### src/rtl/control_unit.sv
// control_unit: multi-cycle fetch/decode/execute sequencer for the accumulator datapath.
// Owns the PC and the 16-bit instruction register. It decodes the opcode, issues one-cycle
// EXEC strobes and resolves branches from the datapath Z/N flags.
// Ports: clock_in/reset_n_in (async, active-low); instruction_in from the program ROM,
// which is valid one cycle after pc_out; flag_Z_in/flag_N_in from the datapath status register.
// Outputs: pc_out, operand_out, ALU/mux selects, write strobes, datapath clears and halted_out.
module control_unit #(
  parameter int DATA_WIDTH   = 11,
  parameter int OPCODE_WIDTH = 5,
  parameter int PC_WIDTH     = 11
) (
  input  logic                               clock_in,
  input  logic                               reset_n_in,
  input  logic [OPCODE_WIDTH+DATA_WIDTH-1:0] instruction_in,
  input  logic                               flag_Z_in,
  input  logic                               flag_N_in,
  output logic [PC_WIDTH-1:0]                pc_out,
  output logic [DATA_WIDTH-1:0]              operand_out,
  output logic                               alu_op_out,
  output logic [1:0]                         sel_A_out,
  output logic                               sel_B_out,
  output logic                               acc_wr_out,
  output logic                               acc_reset_out,
  output logic                               status_wr_out,
  output logic                               status_reset_out,
  output logic                               data_memory_wr_out,
  output logic                               halted_out
);

  localparam int IW = OPCODE_WIDTH + DATA_WIDTH;

  typedef enum logic [2:0] {INIT, FETCH, DECODE, MEMRD, EXEC, HALT} state_t;

  localparam logic [OPCODE_WIDTH-1:0] OP_HLT  = 5'b00000;
  localparam logic [OPCODE_WIDTH-1:0] OP_STO  = 5'b00001;
  localparam logic [OPCODE_WIDTH-1:0] OP_LD   = 5'b00010;
  localparam logic [OPCODE_WIDTH-1:0] OP_LDI  = 5'b00011;
  localparam logic [OPCODE_WIDTH-1:0] OP_ADD  = 5'b00100;
  localparam logic [OPCODE_WIDTH-1:0] OP_ADDI = 5'b00101;
  localparam logic [OPCODE_WIDTH-1:0] OP_SUB  = 5'b00110;
  localparam logic [OPCODE_WIDTH-1:0] OP_SUBI = 5'b00111;
  localparam logic [OPCODE_WIDTH-1:0] OP_BEQ  = 5'b01000;
  localparam logic [OPCODE_WIDTH-1:0] OP_BNE  = 5'b01001;
  localparam logic [OPCODE_WIDTH-1:0] OP_BGT  = 5'b01010;
  localparam logic [OPCODE_WIDTH-1:0] OP_BGE  = 5'b01011;
  localparam logic [OPCODE_WIDTH-1:0] OP_BLT  = 5'b01100;
  localparam logic [OPCODE_WIDTH-1:0] OP_BLE  = 5'b01101;
  localparam logic [OPCODE_WIDTH-1:0] OP_JMP  = 5'b01110;

  state_t                  state, state_nxt;
  logic [PC_WIDTH-1:0]     pc;
  logic [IW-1:0]           ir;
  logic [OPCODE_WIDTH-1:0] ir_op;
  logic [OPCODE_WIDTH-1:0] in_op;
  logic                    take_branch;

  assign ir_op = ir[IW-1 -: OPCODE_WIDTH];
  assign in_op = instruction_in[IW-1 -: OPCODE_WIDTH];

  // Branch condition. The flags come from the previous instruction's status write.
  always_comb begin
    take_branch = 1'b0;
    case (ir_op)
      OP_BEQ:  take_branch = flag_Z_in;
      OP_BNE:  take_branch = !flag_Z_in;
      OP_BGT:  take_branch = !flag_Z_in && !flag_N_in;
      OP_BGE:  take_branch = !flag_N_in;
      OP_BLT:  take_branch = flag_N_in;
      OP_BLE:  take_branch = flag_N_in || flag_Z_in;
      OP_JMP:  take_branch = 1'b1;
      default: take_branch = 1'b0;
    endcase
  end

  always_ff @(posedge clock_in or negedge reset_n_in) begin
    if (!reset_n_in) begin
      state <= INIT;
      pc    <= '0;
      ir    <= '0;
    end else begin
      state <= state_nxt;
      if (state == DECODE) begin
        ir <= instruction_in;
        pc <= pc + PC_WIDTH'(1);  // natural wrap from all-ones back to 0
      end else if (state == EXEC && take_branch) begin
        pc <= ir[PC_WIDTH-1:0];
      end
    end
  end

  // The next state is chosen in DECODE from the ROM word itself, because IR loads on the same edge.
  always_comb begin
    state_nxt = state;
    case (state)
      INIT:   state_nxt = FETCH;
      FETCH:  state_nxt = DECODE;
      DECODE: begin
        if (in_op == OP_HLT)
          state_nxt = HALT;
        else if (in_op == OP_LD || in_op == OP_ADD || in_op == OP_SUB)
          state_nxt = MEMRD;
        else
          state_nxt = EXEC;
      end
      MEMRD:  state_nxt = EXEC;
      EXEC:   state_nxt = FETCH;
      HALT:   state_nxt = HALT;
      default: state_nxt = INIT;
    endcase
  end

  // The strobes decode combinationally from the state, so an async reset clears them at once.
  always_comb begin
    alu_op_out         = 1'b0;
    sel_A_out          = 2'b00;
    sel_B_out          = 1'b0;
    acc_wr_out         = 1'b0;
    status_wr_out      = 1'b0;
    data_memory_wr_out = 1'b0;
    if (state == EXEC) begin
      case (ir_op)
        OP_STO:  data_memory_wr_out = 1'b1;
        OP_LD:   begin sel_A_out = 2'b01; acc_wr_out = 1'b1; status_wr_out = 1'b1; end
        OP_LDI:  begin sel_A_out = 2'b10; acc_wr_out = 1'b1; status_wr_out = 1'b1; end
        OP_ADD:  begin acc_wr_out = 1'b1; status_wr_out = 1'b1; end
        OP_ADDI: begin sel_B_out = 1'b1; acc_wr_out = 1'b1; status_wr_out = 1'b1; end
        OP_SUB:  begin alu_op_out = 1'b1; acc_wr_out = 1'b1; status_wr_out = 1'b1; end
        OP_SUBI: begin
          alu_op_out = 1'b1; sel_B_out = 1'b1; acc_wr_out = 1'b1; status_wr_out = 1'b1;
        end
        default: ;  // branches, NOP and illegal opcodes issue no strobes
      endcase
    end
  end

  assign pc_out           = pc;
  assign operand_out      = ir[DATA_WIDTH-1:0];
  assign acc_reset_out    = (state == INIT);
  assign status_reset_out = (state == INIT);
  assign halted_out       = (state == HALT);

endmodule
### config.mk
export PLATFORM = sky130hd
export DESIGN_NAME = control_unit
export DESIGN_NICKNAME = d
export VERILOG_FILES = /design/src/rtl/control_unit.sv
export SDC_FILE = /design/constraint.sdc
export NUM_CORES = 1
export LEC_CHECK = 0
export ABC_CLOCK_PERIOD_IN_PS = 3880
export BUFFER_PORTS_ARGS = -buffer_cell sky130_fd_sc_hd__buf_2
export CORE_ASPECT_RATIO = 0.9
export CORE_MARGIN = 2
export CORE_UTILIZATION = 54
export CTS_CLUSTER_SIZE = 20
export DETAILED_ROUTE_END_ITERATION = 8
export PLACE_DENSITY = 0.84
export SLEW_MARGIN = 20
export SYNTH_ARGS = -nofsm -noshare
export SYNTH_HDL_FRONTEND = slang
export SYNTH_SLANG_ARGS = --single-unit
### constraint.sdc
create_clock -name clock_in -period 3.88 [get_ports clock_in]
set_input_delay 0.776 -clock clock_in [delete_from_list [all_inputs] [get_ports clock_in]]
set_output_delay 0.776 -clock clock_in [all_outputs]
set_load 0.01 [all_outputs]
==> metrics <==
number of failing hold endpoints at the final stage=0; ranking of synthesized cells by area=sky130_fd_sc_hd__dfrtp_1, sky130_fd_sc_hd__nand2_1, sky130_fd_sc_hd__buf_4, sky130_fd_sc_hd__a21oi_1, sky130_fd_sc_hd__o31ai_1; critical path depth in cells=5; Static Leakage=0.932 nW; FFs w/ async S/R, synth=between 90% and 100%; slew at the pin with the worst max-slew slack=0.717 ns; total congestion overflow after global routing=0; Critical R2R Launch=state[1]; layout overhead on the synthesized area=14.0%; Net count, final=~250; library cell with the largest summed area after synthesis=sky130_fd_sc_hd__dfrtp_1; DR vias/cell=5.40; Required @ worst endpoint=3.10 ns; power consumption=0.00146 W; cts bufs inserted=5; total global routing track utilization=21.3%; net count after synthesis=~220; Crit. Startpoint=state[1]; number of input and output port buffers inserted=51; dominant cell by count in the synthesized netlist=sky130_fd_sc_hd__nand2_1; proportion of synthesized chip area in sequential cells=a little under half; Detail Placement HPWL=about 2400 um; Chip Height=56.6 um; post-detailed-routing wire length=3510 um; time the final worst path needs with I/O delays and setup=~2.7 ns; cell count after synthesis=195; PwrDens=770 nW/um^2; final setup vio count=0; core area=approximately 3000 sq um; mean post-synth cell area=8.53 sq um; wire length of the first global-routing pass=5880 um; number of global-route vias before repair=1,247; count of antenna-violating nets left after detailed routing=0; Slew headroom=52.2%; Synth Flop Type=sky130_fd_sc_hd__dfrtp_1; slowest stage cell, crit path=sky130_fd_sc_hd__dfrtp_1; number of max-cap violations=0; First-pass DRT Iterations=6; remaining routing DRC violations=0; total negative slack for setup checks=0 ns; category of the worst setup path launch point=flop; Setup Skew=0.00941 ns; Worst setup EP type=output port; count of flip-flops with a built-in enable after synthesis=0; result of the run=complete, no violations; largest stage delay on the critical path=0.50 ns; clock tree from TritonCTS=yes; starting utilization of the core area=around 56%; DIE WIDTH=62.5 um; Synth top cells by count=sky130_fd_sc_hd__nand2_1, sky130_fd_sc_hd__dfrtp_1, sky130_fd_sc_hd__a21oi_1; vias post-DR=1,474; number of H-tree levels=2; maximum buffer depth of the clock tree=2; antenna violations before repair=0; netlist area before placement=1660 sq um; data arrival time at the worst-slack endpoint=1.94 ns; CTS clk-pin slew, worst paths=~0.1 ns; reg2reg path depth=5; Resized Gates After CTS=0; top-level I/O count=52; global placer's final weighted congestion=around 0.84; Max Fclk=between 300 and 400 MHz; Layout fillers=285; area of the die=between 3000 and 4000 sq um; series of cell instances along the critical path=nor4b_4 > nor2b_1 > nand2_1 > nor3b_1 > buf_2; critical setup path kind=reg2out; Post-CTS Hold Fix Bufs=0; initial DRC count=48; R2R Path End=pc_out[0]; Crit path buffers/inverters=1; Worst-Skew Late Latency=roughly 0.33 ns; Post CTS Setup Buffer Count=0; post-synth top area share=a little under half; number of max-slew violations in the final report=0; Critical path destination=sel_A_out[1]; minimum setup slack among reg-to-reg paths=1.59 ns; cell family with most CP delay=simple AND/OR/NAND/NOR gates; std cell rows=19; share of final-layout standard cells stronger than drive strength 1=27.3%; Sinks on Clock Net=30; share of the cycle needed by the critical path after routing=70.0%; maximum number of pins on one net before global-route repair=31; Yosys cell types=40; worst hold-check path type=in2async; mean routed wirelength per cell=12.8 um; Antenna diodes=0; Root Buffer Master=sky130_fd_sc_hd__clkbuf_4; number of flip-flops and latches in the synthesized netlist=30; largest fanout of any net on the critical path=8; synth warn=0; worst vdd rail ir drop=413 uV; RSZ-0062 raised after global routing=false
==> layer usage <==
layer	wire length, um	track usage, %	share of wire [%]	vias to the layer above
met1	1670	29.9	48	689
met5	0	0	0	-
met3	183	6.01	5.2	6
met2	1590	32.3	45	46
met4	55	6.67	1.6	0
li1	-	-	-	733
==> worst min-delay path by stage <==
stage | startpoint | endpoint | slack, ns | depth (start not counted)
CTS | reset_n_in | state[2] | 0.48 | 1
detailed placement | ir[9] | ir[9] | 0.49 | 2
global placement | ir[9] | ir[9] | 0.48 | 2
global route | reset_n_in | ir[7] | 0.51 | 1
finish | reset_n_in | ir[7] | 0.47 | 1
floorplan | ir[1] | ir[1] | 0.46 | 2
==> cell families (layout without fill, tap and decap cells) <==
family	after synthesis	in the layout	synth area share, %
and+or+nand+nor	97	97	28.7
AOI/OAI and AO/OA	39	39	15.3
DFF	30	30	45.1
buffers and inverters	27	63	9.48
adders and majority gates	1	1	0.752
muxes	1	1	0.602
==> sequential cells by signal, indices dropped and copies added (netlist names) <==
signal and flops:
ir 16, pc_out 11, state 3
==> placed cells by master, fill, tap and decap left out, types with 4 or more instances in the layout <==
cell / instances
sky130_fd_sc_hd__clkbuf_4: 5
sky130_fd_sc_hd__buf_2: 51
sky130_fd_sc_hd__nor2_1: 9
sky130_fd_sc_hd__nor3_1: 4
sky130_fd_sc_hd__dfrtp_1: 30
sky130_fd_sc_hd__o31ai_1: 7
sky130_fd_sc_hd__nand2_1: 54
sky130_fd_sc_hd__nand3_1: 5
sky130_fd_sc_hd__a21oi_1: 14
sky130_fd_sc_hd__o21ai_0: 5
==> worst reg2reg max path, delay by kind of cell (launching register included) <==
kind,cells,cell delay (ns)
AOI/OAI and AO/OA,2,0.80
DFF,1,0.50
and+or+nand+nor,3,0.93
==> report_power, final <==
part           leakage, nW  switching (W)  total, W  internal, W
registers            0.368       0.000192  0.000656     0.000464
logic                0.529       0.000341  0.000610     0.000269
clock network       0.0353       0.000106  0.000194    0.0000877
total                0.932       0.000639   0.00146     0.000820
==> final cells by class <==
cell class / count / area (sq um) / share of cell area (%)
multi-input combinational: 138 / 754 / 39.8
sequential: 30 / 751 / 39.6
timing repair buffer: 53 / 270 / 14.3
clock buffer: 7 / 55.1 / 2.90
tap: 42 / 52.6 / 2.77
inverter: 2 / 7.51 / 0.396
clock inverter: 1 / 5.00 / 0.264
==> per-stage QoR <==
stage	cell area [sq um]	util [%]	hold slack, ns	std cells	setup slack, ns
detailed placement	1840	61.3	0.488	265	1.32
floorplan	1660	-	0.459	195	1.64
global placement	1840	61.3	0.484	265	1.40
CTS	1900	63.3	0.483	273	1.20
global route	1900	63.3	0.514	273	1.00
finish	1900	63.3	0.466	273	1.16
No activity file was read; power rests on OpenSTA's default activity.
